**src/rtl/rx_frame_pkg.sv**
```systemverilog
// Shared constants for the RX frame controller: state encoding, preamble bytes,
// counter and timer widths.
package rx_frame_pkg;

  localparam int LEN_W = 16;
  localparam int CNT_W = 16;
  localparam int TMR_W = 20;

  typedef logic [2:0] state_t;

  localparam state_t ST_IDLE     = 3'd0;
  localparam state_t ST_HDR_L    = 3'd1;
  localparam state_t ST_HDR_H    = 3'd2;
  localparam state_t ST_EMIT_HDR = 3'd3;
  localparam state_t ST_DATA     = 3'd4;
  localparam state_t ST_PAD      = 3'd5;

  localparam logic [7:0] PREAMBLE_A = 8'h55;
  localparam logic [7:0] PREAMBLE_B = 8'hAA;

  function automatic logic is_preamble(input logic [7:0] b);
    return (b == PREAMBLE_A) || (b == PREAMBLE_B);
  endfunction

endpackage

```
**src/rtl/rx_frame_ctrl_timer.sv**
```systemverilog
// rx_byte_timer: counts idle cycles while armed; pulses o_expire on the
// TIMEOUT_CYCLES-th consecutive cycle without a byte. Used only with RX_FRAME_TIMEOUT_EN.
module rx_byte_timer
  import rx_frame_pkg::*;
#(
  parameter logic [TMR_W-1:0] TIMEOUT_CYCLES = 20'd100000
) (
  input  logic i_rx_clk,
  input  logic i_rx_rst_n,
  input  logic i_arm,
  input  logic i_clear,
  output logic o_expire
);

  logic [TMR_W-1:0] cnt_q, cnt_d;

  always_comb begin
    // NOTE: every output of this block gets a default first so no latch is inferred.
    cnt_d    = cnt_q;
    o_expire = 1'b0;
    if (!i_arm || i_clear) begin
      cnt_d = '0;
    end else if (cnt_q == TIMEOUT_CYCLES - 20'd1) begin
      o_expire = 1'b1;
      cnt_d    = '0;
    end else begin
      cnt_d = cnt_q + 20'd1;
    end
  end

  // NOTE: state registers use non-blocking assignments only; blocking belongs in always_comb.
  always_ff @(posedge i_rx_clk or negedge i_rx_rst_n) begin
    if (!i_rx_rst_n) cnt_q <= '0;
    else             cnt_q <= cnt_d;
  end

endmodule

```
**src/rtl/rx_frame_ctrl.sv**
```systemverilog
// RX frame controller: detects preamble, parses a 16-bit length, re-emits header
// and payload as registered byte strobes. Optional idle timeout under RX_FRAME_TIMEOUT_EN.
module rx_frame_ctrl
  import rx_frame_pkg::*;
#(
  parameter logic [LEN_W-1:0] MAX_LEN        = 16'd1024,
  parameter logic [TMR_W-1:0] TIMEOUT_CYCLES = 20'd100000
) (
  input  logic             i_rx_clk,
  input  logic             i_rx_rst_n,
  input  logic             i_enable,
  input  logic [7:0]       i_byte,
  input  logic             i_byte_valid,
  output logic [31:0]      o_rx_data,
  output logic             o_rx_data_valid,
  output logic             o_rx_sof,
  output logic             o_busy,
  output logic [CNT_W-1:0] o_frame_cnt,
  output logic [CNT_W-1:0] o_drop_cnt
);

  state_t             state_q, state_d;
  logic [7:0]         pre_q, pre_d;
  logic [7:0]         len_l_q, len_l_d;
  logic [7:0]         len_h_q, len_h_d;
  logic [LEN_W-1:0]   rem_q, rem_d;
  logic [1:0]         idx_q, idx_d;
  logic [7:0]         skid_q, skid_d;
  logic               skid_vld_q, skid_vld_d;
  logic [7:0]         data_q, data_d;
  logic               dvalid_q, dvalid_d;
  logic               sof_q, sof_d;
  logic [CNT_W-1:0]   frame_cnt_q, frame_cnt_d;
  logic [CNT_W-1:0]   drop_cnt_q, drop_cnt_d;
  logic               drop_inc;
  logic               expire;
  logic [LEN_W-1:0]   len_full;

  assign len_full = {i_byte, len_l_q};

`ifdef RX_FRAME_TIMEOUT_EN
  logic tmr_arm;
  // Timer runs only while waiting on the sender; a pending skid byte counts as progress.
  assign tmr_arm = (state_q == ST_HDR_L) || (state_q == ST_HDR_H) ||
                   ((state_q == ST_DATA) && !skid_vld_q);

  rx_byte_timer #(.TIMEOUT_CYCLES(TIMEOUT_CYCLES)) u_timer (
    .i_rx_clk   (i_rx_clk),
    .i_rx_rst_n (i_rx_rst_n),
    .i_arm      (tmr_arm),
    .i_clear    (i_byte_valid),
    .o_expire   (expire)
  );
`else
  logic unused_timeout;
  assign unused_timeout = ^TIMEOUT_CYCLES;
  assign expire         = 1'b0;
`endif

  always_comb begin
    state_d     = state_q;
    pre_d       = pre_q;
    len_l_d     = len_l_q;
    len_h_d     = len_h_q;
    rem_d       = rem_q;
    idx_d       = idx_q;
    skid_d      = skid_q;
    skid_vld_d  = skid_vld_q;
    data_d      = 8'h00;
    dvalid_d    = 1'b0;
    sof_d       = 1'b0;
    frame_cnt_d = frame_cnt_q;
    drop_cnt_d  = drop_cnt_q;
    drop_inc    = 1'b0;

    case (state_q)
      ST_IDLE: begin
        if (i_enable && i_byte_valid && is_preamble(i_byte)) begin
          pre_d   = i_byte;
          state_d = ST_HDR_L;
        end
      end
      ST_HDR_L: begin
        if (i_byte_valid) begin
          len_l_d = i_byte;
          state_d = ST_HDR_H;
        end else if (expire) begin
          drop_inc = 1'b1;
          state_d  = ST_IDLE;
        end
      end
      ST_HDR_H: begin
        if (i_byte_valid) begin
          len_h_d = i_byte;
          rem_d   = len_full;
          if ((len_full != '0) && (len_full <= MAX_LEN)) begin
            idx_d   = 2'd0;
            state_d = ST_EMIT_HDR;
          end else begin
            drop_inc = 1'b1;
            state_d  = ST_IDLE;
          end
        end else if (expire) begin
          drop_inc = 1'b1;
          state_d  = ST_IDLE;
        end
      end
      ST_EMIT_HDR: begin
        dvalid_d = 1'b1;
        case (idx_q)
          2'd0: begin
            data_d = pre_q;
            sof_d  = 1'b1;
          end
          2'd1:    data_d = len_l_q;
          default: data_d = len_h_q;
        endcase
        idx_d = idx_q + 2'd1;
        if (idx_q == 2'd2) state_d = ST_DATA;
        // The skid holds the first byte only; it is never overwritten before it drains.
        if (i_byte_valid && !skid_vld_q) begin
          skid_d     = i_byte;
          skid_vld_d = 1'b1;
        end
      end
      ST_DATA: begin
        if (skid_vld_q) begin
          dvalid_d   = 1'b1;
          data_d     = skid_q;
          skid_vld_d = 1'b0;
          if (i_byte_valid && (rem_q != 16'd1)) begin
            skid_d     = i_byte;
            skid_vld_d = 1'b1;
          end
        end else if (i_byte_valid) begin
          dvalid_d = 1'b1;
          data_d   = i_byte;
        end else if (expire) begin
          state_d = ST_PAD;
        end
        if (dvalid_d) begin
          rem_d = rem_q - 16'd1;
          if (rem_q == 16'd1) begin
            frame_cnt_d = frame_cnt_q + 16'd1;
            skid_vld_d  = 1'b0;
            state_d     = ST_IDLE;
          end
        end
      end
      ST_PAD: begin
        dvalid_d = 1'b1;
        rem_d    = rem_q - 16'd1;
        if (rem_q == 16'd1) begin
          drop_inc = 1'b1;
          state_d  = ST_IDLE;
        end
      end
      default: state_d = ST_IDLE;
    endcase

    if (drop_inc && (drop_cnt_q != '1)) drop_cnt_d = drop_cnt_q + 16'd1;
  end

  // NOTE: the skid and header holding registers are reset too; they are single flops, not a RAM.
  always_ff @(posedge i_rx_clk or negedge i_rx_rst_n) begin
    if (!i_rx_rst_n) begin
      state_q     <= ST_IDLE;
      pre_q       <= '0;
      len_l_q     <= '0;
      len_h_q     <= '0;
      rem_q       <= '0;
      idx_q       <= '0;
      skid_q      <= '0;
      skid_vld_q  <= 1'b0;
      data_q      <= '0;
      dvalid_q    <= 1'b0;
      sof_q       <= 1'b0;
      frame_cnt_q <= '0;
      drop_cnt_q  <= '0;
    end else begin
      state_q     <= state_d;
      pre_q       <= pre_d;
      len_l_q     <= len_l_d;
      len_h_q     <= len_h_d;
      rem_q       <= rem_d;
      idx_q       <= idx_d;
      skid_q      <= skid_d;
      skid_vld_q  <= skid_vld_d;
      data_q      <= data_d;
      dvalid_q    <= dvalid_d;
      sof_q       <= sof_d;
      frame_cnt_q <= frame_cnt_d;
      drop_cnt_q  <= drop_cnt_d;
    end
  end

  assign o_rx_data       = {24'h000000, data_q};
  assign o_rx_data_valid = dvalid_q;
  assign o_rx_sof        = sof_q;
  assign o_busy          = (state_q != ST_IDLE);
  assign o_frame_cnt     = frame_cnt_q;
  assign o_drop_cnt      = drop_cnt_q;

endmodule

```
**config.mk**
```make
export PLATFORM = sky130hd
export DESIGN_NAME = rx_frame_ctrl
export DESIGN_NICKNAME = d
export VERILOG_FILES = /design/src/rtl/rx_frame_pkg.sv /design/src/rtl/rx_frame_ctrl_timer.sv /design/src/rtl/rx_frame_ctrl.sv
export SDC_FILE = /design/constraint.sdc
export NUM_CORES = 1
export LEC_CHECK = 0
export ABC_AREA = 1
export CAP_MARGIN = 20
export CORE_ASPECT_RATIO = 2
export CORE_UTILIZATION = 59
export CTS_BUF_LIST = sky130_fd_sc_hd__clkbuf_16
export DETAILED_ROUTE_END_ITERATION = 16
export PLACE_DENSITY_LB_ADDON = 0.08
export RECOVER_POWER = 25
export SYNTH_ARGS = -nofsm -noshare
export SYNTH_HDL_FRONTEND = slang
export SYNTH_SLANG_ARGS = --single-unit
```
**constraint.sdc**
```tcl
create_clock -name i_rx_clk -period 3.2 [get_ports i_rx_clk]
set_input_delay 0.32 -clock i_rx_clk [delete_from_list [all_inputs] [get_ports i_rx_clk]]
set_output_delay 0.32 -clock i_rx_clk [all_outputs]
set_load 0.05 [all_outputs]
```
# Yosys cells after proc, flatten, opt, wreduce, memory -nomap -nowiden
# Cells that the tools add are included.
# Widths: inputs -> output; s select.
[word_totals]
register_bits = 96
elab_cells = 102
inputBits = 12
[op_classes]
magnitude_cmp = 1
n_reduce_logical = 25
n_eq_ne = 21
addsub = 4
mux = 38
[ops]
columns = ["op", "count"]
rows = [
  ["$pmux 16 s3", 1],
  ["$pmux 8 s2", 3],
  ["$mux 8", 5],
  ["$add 16x1->16 const B", 2],
  ["$mux 16", 2],
  ["$mux 3", 6],
  ["$ne 2x2->1 const B", 9],
  ["$pmux 3 s6", 1],
  ["$eq 16x1->1 const B", 1],
  ["$le 16x11->1 const B", 1],
  ["$ne 16x1->1 const B", 1],
  ["$ne 16x16->1 const B", 1],
  ["$reduce_bool 16->1", 1],
  ["$sub 16x1->16 const B", 1],
  ["$mux 1", 13],
  ["$reduce_and 3->1", 3],
  ["$eq 8x7->1 const B", 1],
  ["$eq 8x8->1 const B", 1],
  ["$reduce_and 2->1", 4],
  ["$eq 3x2->1 const B", 2],
  ["$eq 3x3->1 const B", 2],
  ["$logic_and 1x1->1", 6],
  ["$mux 2", 3],
  ["$pmux 1 s2", 3],
  ["14 further kinds", 16],
]

# Logic depth before layout (Yosys ltp)
# Gate-level depths: netlist of the first run.
[logic_depth]
depth_word = 7
ltp_mapped = 11
depth_no_buf = 11

# Worst setup path before layout of the first run
# Ideal clock, no wire load.
[synth_path]
path_kind = "reg-to-reg"
from = "register drop_cnt_q[0], in the netlist o_drop_cnt[0]"
to = "register drop_cnt_q[2], in the netlist o_drop_cnt[2]"
path_stages_with_launch = 10
slack_ns = 1.154
period_less_slack_ns = 2.046
t_arrival_ns = 1.926
required_time_ns = 3.080
cell_sequence = "dfrtp_1 -> ha_1 -> nand3_2 -> nor2_4 -> nand4_1 -> nand2b_4 -> buf_6 -> buf_6 -> nand3_1 -> nand2_1"
[synth_via]
elab_chain_len = 2
elab_cells_between_ends = 3
classes_between = "add/sub (1); eq/ne (1); reduce/logical (1)"
[synth_rtl]
columns = ["item", "line", "rtl"]
rows = [
  ["from (decl)", "rx_frame_ctrl.sv:34", "logic [CNT_W-1:0] drop_cnt_q, drop_cnt_d;"],
  ["from (signal assigned)", "rx_frame_ctrl.sv:193", "drop_cnt_q <= drop_cnt_d;"],
  ["branches (longest 2 deep; another with $add 16x1->16)", "n/a", ""],
]
# Several ways; the timed one is not identified.
# A chain may end at the register's enable or synchronous reset.

# Worst setup path in the final report of the first run
[layout_path]
from = "register state_q[2]"
to = "output port o_busy"
[layout_via]
elab_chain_len = 1
[layout_rtl]
columns = ["item", "line", "rtl"]
rows = [
  ["from (decl)", "rx_frame_ctrl.sv:22", "state_t state_q, state_d;"],
  ["from (signal assigned)", "rx_frame_ctrl.sv:181", "state_q <= state_d;"],
  ["$reduce_bool 3->1", "rx_frame_ctrl.sv:200", "assign o_busy = (state_q != ST_IDLE);"],
  ["to (decl)", "rx_frame_ctrl.sv:17", "output logic o_busy,"],
]
# Every way passes these cells.

==> results.sh, run 1 <==
export IMPL_yosysTopAreaCell="dfrtp_1"
export IMPL_fin_crit_sh_pct=71.3
export IMPL_area_delta_synth_final_pct=14.7
export IMPL_worstPathMaxFanout=7
export IMPL_violations="max-capacitance violations, max-slew violations"
export IMPL_synth_top_area_share_pct=43.8
export IMPL_cts_resized_gates=0
export IMPL_crit_arrival_ns=1.96
export IMPL_syn_avg_cell_area_um2=7.64
export IMPL_crit_required_ns=2.88
export IMPL_place_gp_congestion=0.899
export IMPL_cpPeakStageDelay_ns=0.73
export IMPL_ant_nets=0
export IMPL_ios=79
export IMPL_port_buffers=54
export IMPL_num_vias=4848
export IMPL_synthArstFlopShare_pct=100
export IMPL_hold_violations=0
export IMPL_syn_inst=718
export IMPL_cts_tree="done"
export IMPL_hold_class="flip-flop to flip-flop"
export IMPL_synth_most_common_cell="nand2_1"
export IMPL_rsz0062_at_grt="no"
export IMPL_core_um2=9010
export IMPL_synth_area_top_cells="dfrtp_1 44%, nand2_1 13%, o21ai_0 6.4%"
export IMPL_num_rows=49
export IMPL_fillers=782
export IMPL_synth_commonest_cells="196 x nand2_1, 96 x dfrtp_1, 72 x inv_1, 71 x nor2_1, 70 x o21ai_0"
export IMPL_dieHeight_um=138
export IMPL_crit_chain="nor3_1 > inv_1 > clkdlybuf4s50_1"
export IMPL_grt_total_usage_pct=30.3
export IMPL_drt_iter0_drc=247
export IMPL_fin_worst_skew_ns=0.00891
export IMPL_drive_gt1_share_pct=4.27
export IMPL_routed_wl_um=13900
export IMPL_status="finished with violations"
export IMPL_clk_latency_ns=0.35
export IMPL_grt_pass1_wl_um=23000
export IMPL_dp_hpwl_um=10600
export IMPL_viasPerCell=5.54
export IMPL_cts_setup_buffers=0
export IMPL_cts_sinks=96
export IMPL_wl_per_cell_um=15.9
export IMPL_worst_slack_ns=0.918
export IMPL_setup_viol=0
export IMPL_antenna_found_initial=0
export IMPL_slowest_stage="clkdlybuf4s50_1"
export IMPL_first_pass_iters=5
export IMPL_crit_path_end_kind="output port"
export IMPL_slew_headroom_pct=-67.4
export IMPL_cts_buffers=9
export IMPL_die_area_um2=9720
export IMPL_antenna_cells=0
export IMPL_slew_viol_final=45
export IMPL_fmaxAchievable_mhz=438
export IMPL_initial_core_util_pct=60.9
export IMPL_drc=0
export IMPL_grt_max_degree=53
export IMPL_tightest_slew_ns=2.51
export IMPL_globalRouteOverflowTotal=0
export IMPL_vdd_ir_drop_max_mv=0.549
export IMPL_synthDistinctLibCells=36
export IMPL_dpl_cell_count=859
export IMPL_fin_hold_ws_ns=0.488
export IMPL_first_global_vias=4817
export IMPL_leakage_nw=3.07
export IMPL_fin_crit_ns=2.28
export IMPL_htreeDepth=3
export IMPL_tns_ns=0
export IMPL_ys_seq_elements=96
export IMPL_cts_root_buf="clkbuf_16"
export IMPL_synth_seq_area_share_pct=43.8
export IMPL_criticalPathCategory="flip-flop to output port"
export IMPL_place_ws_ns=0.922
export IMPL_cts_buffer_depth=2
export IMPL_synth_area_um2=5490
export IMPL_synth_enable_flop_cells=0
export IMPL_hold_buffers=0
export IMPL_fin_nets=787
export IMPL_drv_cap=1
export IMPL_synth_ff_type="dfrtp_1"
export IMPL_power_density_nw_per_um2=802
export IMPL_clk_pin_slew_ns=0.07
export IMPL_start_kind="flip-flop"
export IMPL_fp_dieW_um=70.2
export IMPL_ys_warn_count=0
export IMPL_fin_cells=875
state kept, by name (all words and copies together) (netlist names):
register,count
o_drop_cnt,16
len_l_q,8
rem_q,16
pre_q,8
idx_q,2
len_h_q,8
o_rx_sof,1
skid_vld_q,1
state_q,3
o_rx_data_valid,1
o_frame_cnt,16
skid_q,8
data_q,8
path summary, 6_finish.rpt:
kind,start,end,slack [ns],cells past startpoint
max in group asynchronous,i_rx_rst_n,len_h_q[7],1.02,1
setup / recovery,state_q[2],o_busy,0.92,3
hold reg to reg,len_h_q[5],len_h_q[5],0.49,2
setup reg to reg,state_q[2],skid_q[6],1.06,7
hold / removal,len_h_q[5],len_h_q[5],0.49,2
min in group asynchronous,i_rx_rst_n,o_frame_cnt[6],0.75,1
report_power, final:
group          internal, mW  leakage [nW]  total, mW  switching, mW
clock                 0.676         0.144       1.13          0.453
combinational         0.636          1.74       2.04           1.40
sequential             1.55          1.18       1.88          0.331
total                  2.86          3.07       5.05           2.19
per-stage QoR:
stage	instance area [um^2]	utilization [%]	total power, mW
after global placement	5990	66.4	3.86
after CTS	6300	69.9	5.04
after detailed placement	5990	66.4	3.91
final	6300	69.9	5.05
after global routing	6300	69.9	5.37
after floorplan	5580	-	3.32
cell families after synthesis:
| group | after synthesis | share of synthesized area, % |
|---|---|---|
| and+or+nand+nor | 354 | 27.9 |
| buffers and inverters | 117 | 10.4 |
| adders and majority gates | 7 | 1.60 |
| AOI/OAI and AO/OA | 111 | 11.1 |
| xor gates and xnor gates | 32 | 5.11 |
| DFF | 96 | 43.8 |
| other | 1 | 0.0683 |
cell usage in the layout (no fill, tap or decap):
master | synthesis | final
clkbuf_16 | 0 | 9
xor2_1 | 23 | 23
inv_2 | 3 | 3
dfrtp_1 | 96 | 96
nand2_2 | 2 | 2
o221ai_1 | 3 | 3
nand2b_4 | 1 | 1
o21ai_0 | 70 | 70
ha_1 | 7 | 7
nand3b_1 | 2 | 2
o21ai_1 | 3 | 3
o22ai_1 | 2 | 2
bufinv_16 | 0 | 2
nor3_4 | 1 | 1
nor2_4 | 2 | 2
buf_4 | 26 | 2
a22oi_1 | 8 | 8
nand2_1 | 196 | 196
conb_1 | 1 | 24
a21oi_1 | 17 | 17
inv_1 | 72 | 72
nor2_2 | 2 | 2
nand4_1 | 9 | 9
o211ai_1 | 7 | 7
clkbuf_1 | 7 | 1
o21a_1 | 1 | 1
nor3_1 | 10 | 10
clkinv_1 | 1 | 4
nor2_1 | 71 | 71
nand3_1 | 52 | 52
buf_12 | 1 | 1
xnor2_1 | 9 | 9
nand2_8 | 1 | 1
clkinvlp_4 | 0 | 2
nand3_2 | 4 | 4
nand2_4 | 1 | 1
clkdlybuf4s50_1 | 0 | 53
per-layer routing:
layer  vias to the layer above  GRT usage, %  share of wire [%]
met5                         -             0                  0
met4                         0          17.2                5.3
met3                        47          4.30                3.6
met2                       150          56.4                 56
met1                      2286          31.5                 35
li1                       2365             -                  -
final cells by class:
type | count | area, um^2 | area share (%)
Clock inverter | 7 | 86.3 | 1.37
Multi-Input combinational cell | 528 | 2600 | 41.3
Sequential cell | 96 | 2400 | 38.2
Tap cell | 102 | 128 | 2.03
Clock buffer | 9 | 225 | 3.58
Timing Repair Buffer | 57 | 569 | 9.04
Inverter | 76 | 285 | 4.53
worst max-delay path: cells and delay by family (launching register included):
family	cells	cell delay, ns
buffers and inverters	2	0.86
and+or+nand+nor	1	0.28
DFF	1	0.47
(Power assumes the default switching activity.)
==> run 2: changes to the inputs <==
- CORE_UTILIZATION: 59 -> 50
- clock period: 3.2 -> 1.9 ns (I/O delays scaled with it)
==> run 2 against run 1 <==
Effect of this change:
- the run now ends clean
- combinational power increased by 89%
- via count increased by 5.1%
- register-to-register slack got worse by 0.95 ns
- critical path depth decreased by 2
- clock-buffer cell count unchanged
- clock skew decreased by 0.0046 ns
- critical path type unchanged
- critical endpoint is now o_drop_cnt[4]
- largest power group unchanged
- highest routed layer unchanged
==> results.sh, run 2 (synthesis results as in run 1) <==
export IMPL_status="completed"
export IMPL_final_common_cell="nand2_1"
export IMPL_ant_nets=0
export IMPL_dp_hpwl_um=11600
export IMPL_switching_share_pct=42.6
export IMPL_cts_buffer_depth=2
export IMPL_num_rows=53
export IMPL_slowest_stage="clkdlybuf4s50_1"
export IMPL_post_dp_cell_area_um2=6320
export IMPL_grt_max_degree=42
export IMPL_criticalPathCategory="flip-flop to output port"
export IMPL_cpPeakStageDelay_ns=0.84
export IMPL_clk_latency_ns=0.35
export IMPL_ios=79
export IMPL_globalRouteOverflowTotal=0
export IMPL_num_vias=5094
export IMPL_worstPathMaxFanout=5
export IMPL_fin_crit_sh_pct=96.1
export IMPL_cts_sinks=96
export IMPL_wl_per_cell_um=15.9
export IMPL_crit_chain="clkdlybuf4s50_1"
export IMPL_fin_hold_ws_ns=0.277
export IMPL_cts_root_buf="clkbuf_16"
export IMPL_fin_nets=829
export IMPL_comb_power_share_pct=43.4
export IMPL_pwr_share_clk_pct=21.8
export IMPL_post_route_cell_area_um2=6690
export IMPL_first_pass_iters=5
export IMPL_die_area_um2=11400
export IMPL_setup_viol=0
export IMPL_port_buffers=54
export IMPL_tightest_slew_ns=0.888
export IMPL_p_seq_share_pct=34.8
export IMPL_first_global_vias=5039
export IMPL_core_um2=10600
export IMPL_layout_common_cells="196 x nand2_1, 94 x dfrtp_1, 73 x inv_1"
export IMPL_viasPerCell=5.35
export IMPL_leakage_nw=3.35
export IMPL_crit_arrival_ns=1.64
export IMPL_crit_path_end_kind="output port"
export IMPL_vdd_ir_drop_max_mv=0.828
export IMPL_start_kind="flip-flop"
export IMPL_clk_pin_slew_ns=0.07
export IMPL_htreeDepth=3
export IMPL_slew_headroom_pct=40.8
export IMPL_drive_gt1_share_pct=9.57
export IMPL_place_gp_congestion=0.984
export IMPL_fin_crit_ns=1.83
export IMPL_cts_buffers=9
export IMPL_hold_class="primary input to asynchronous set/reset pin"
export IMPL_routed_wl_um=15100
export IMPL_crit_required_ns=1.71
export IMPL_grt_pass1_wl_um=24800
export IMPL_initial_core_util_pct=51.7
export IMPL_p_switching_mw=3.78
export IMPL_drt_iter0_drc=241
export IMPL_antenna_cells=0
export IMPL_fin_worst_skew_ns=0.00430
export IMPL_power_mw=8.88
export IMPL_drc=0
export IMPL_critPathTopFamily="buffers and inverters"
export IMPL_antenna_found_initial=0
export IMPL_drv_cap=0
export IMPL_fillers=1002
export IMPL_grt_total_usage_pct=28.2
export IMPL_p_int_mw=5.10
export IMPL_dieHeight_um=150
export IMPL_hold_violations=0
export IMPL_tns_ns=0
export IMPL_area_delta_synth_final_pct=21.9
export IMPL_fp_dieW_um=76.1
export IMPL_fmaxAchievable_mhz=548
export IMPL_slew_viol_final=0
export IMPL_crit_buf_inv=1
export IMPL_power_density_nw_per_um2=1330
export IMPL_cts_tree="done"
-- run 2: what timing repair did --
item,4_1_cts,5_1_grt
setup buffers,0,2
hold buffers,1,0
hold endpoints to repair,17,0
resized for setup,1,5
pin swaps,0,1
setup endpoints to repair,1,28
-- run 2: worst paths after layout --
kind,from,to,slack [ns],cells past startpoint
setup reg to reg,state_q[2],state_q[2],0.11,11
hold reg to reg,len_h_q[7],len_h_q[7],0.49,2
min in group i_rx_clk,len_h_q[7],len_h_q[7],0.49,2
max in group asynchronous,i_rx_rst_n,rem_q[12],0.52,3
setup / recovery,o_drop_cnt[4],o_drop_cnt[4],0.07,1
hold / removal,i_rx_rst_n,o_frame_cnt[9],0.28,2
-- run 2: final cells by class --
cell class	instances	area [um^2]	area share (%)
multi-input cells	528	2610	39.1
flip-flops and latches	96	2400	36.0
repair buffers	99	903	13.5
inverters	76	285	4.26
clock buffers	9	225	3.37
well taps	137	171	2.56
clock inverters	7	86.3	1.29
-- run 2: routing by layer --
| metal | track usage (%) | share of wire (%) | vias up | routed length (um) |
|---|---|---|---|---|
| met3 | 3.27 | 2.9 | 57 | 440 |
| met4 | 18.9 | 6.0 | 0 | 909 |
| met1 | 29.6 | 37 | 2432 | 5570 |
| met5 | 0 | 0 | - | 0 |
| li1 | - | - | 2452 | - |
| met2 | 52.4 | 54 | 153 | 8170 |
-- run 2: metrics by stage --
step	setup WS (ns)	utilization, %	std cells
finish	0.0741	63.0	952
global route	-0.0510	63.0	952
CTS	0.00351	62.6	950
detailed placement	-0.0437	59.6	933
global placement	-0.0329	59.6	933
floorplan	0.0244	-	741
-- run 2: power groups by stage --
stage	Clock [mW]	Combinational (mW)	Sequential [mW]
6_report	1.93	3.86	3.09
5_1_grt	2.04	4.28	3.15
4_1_cts	1.96	3.81	3.08
3_5_place_dp	0	3.79	3.11
3_3_place_gp	0	3.73	3.10
2_1_floorplan	0	2.29	3.31
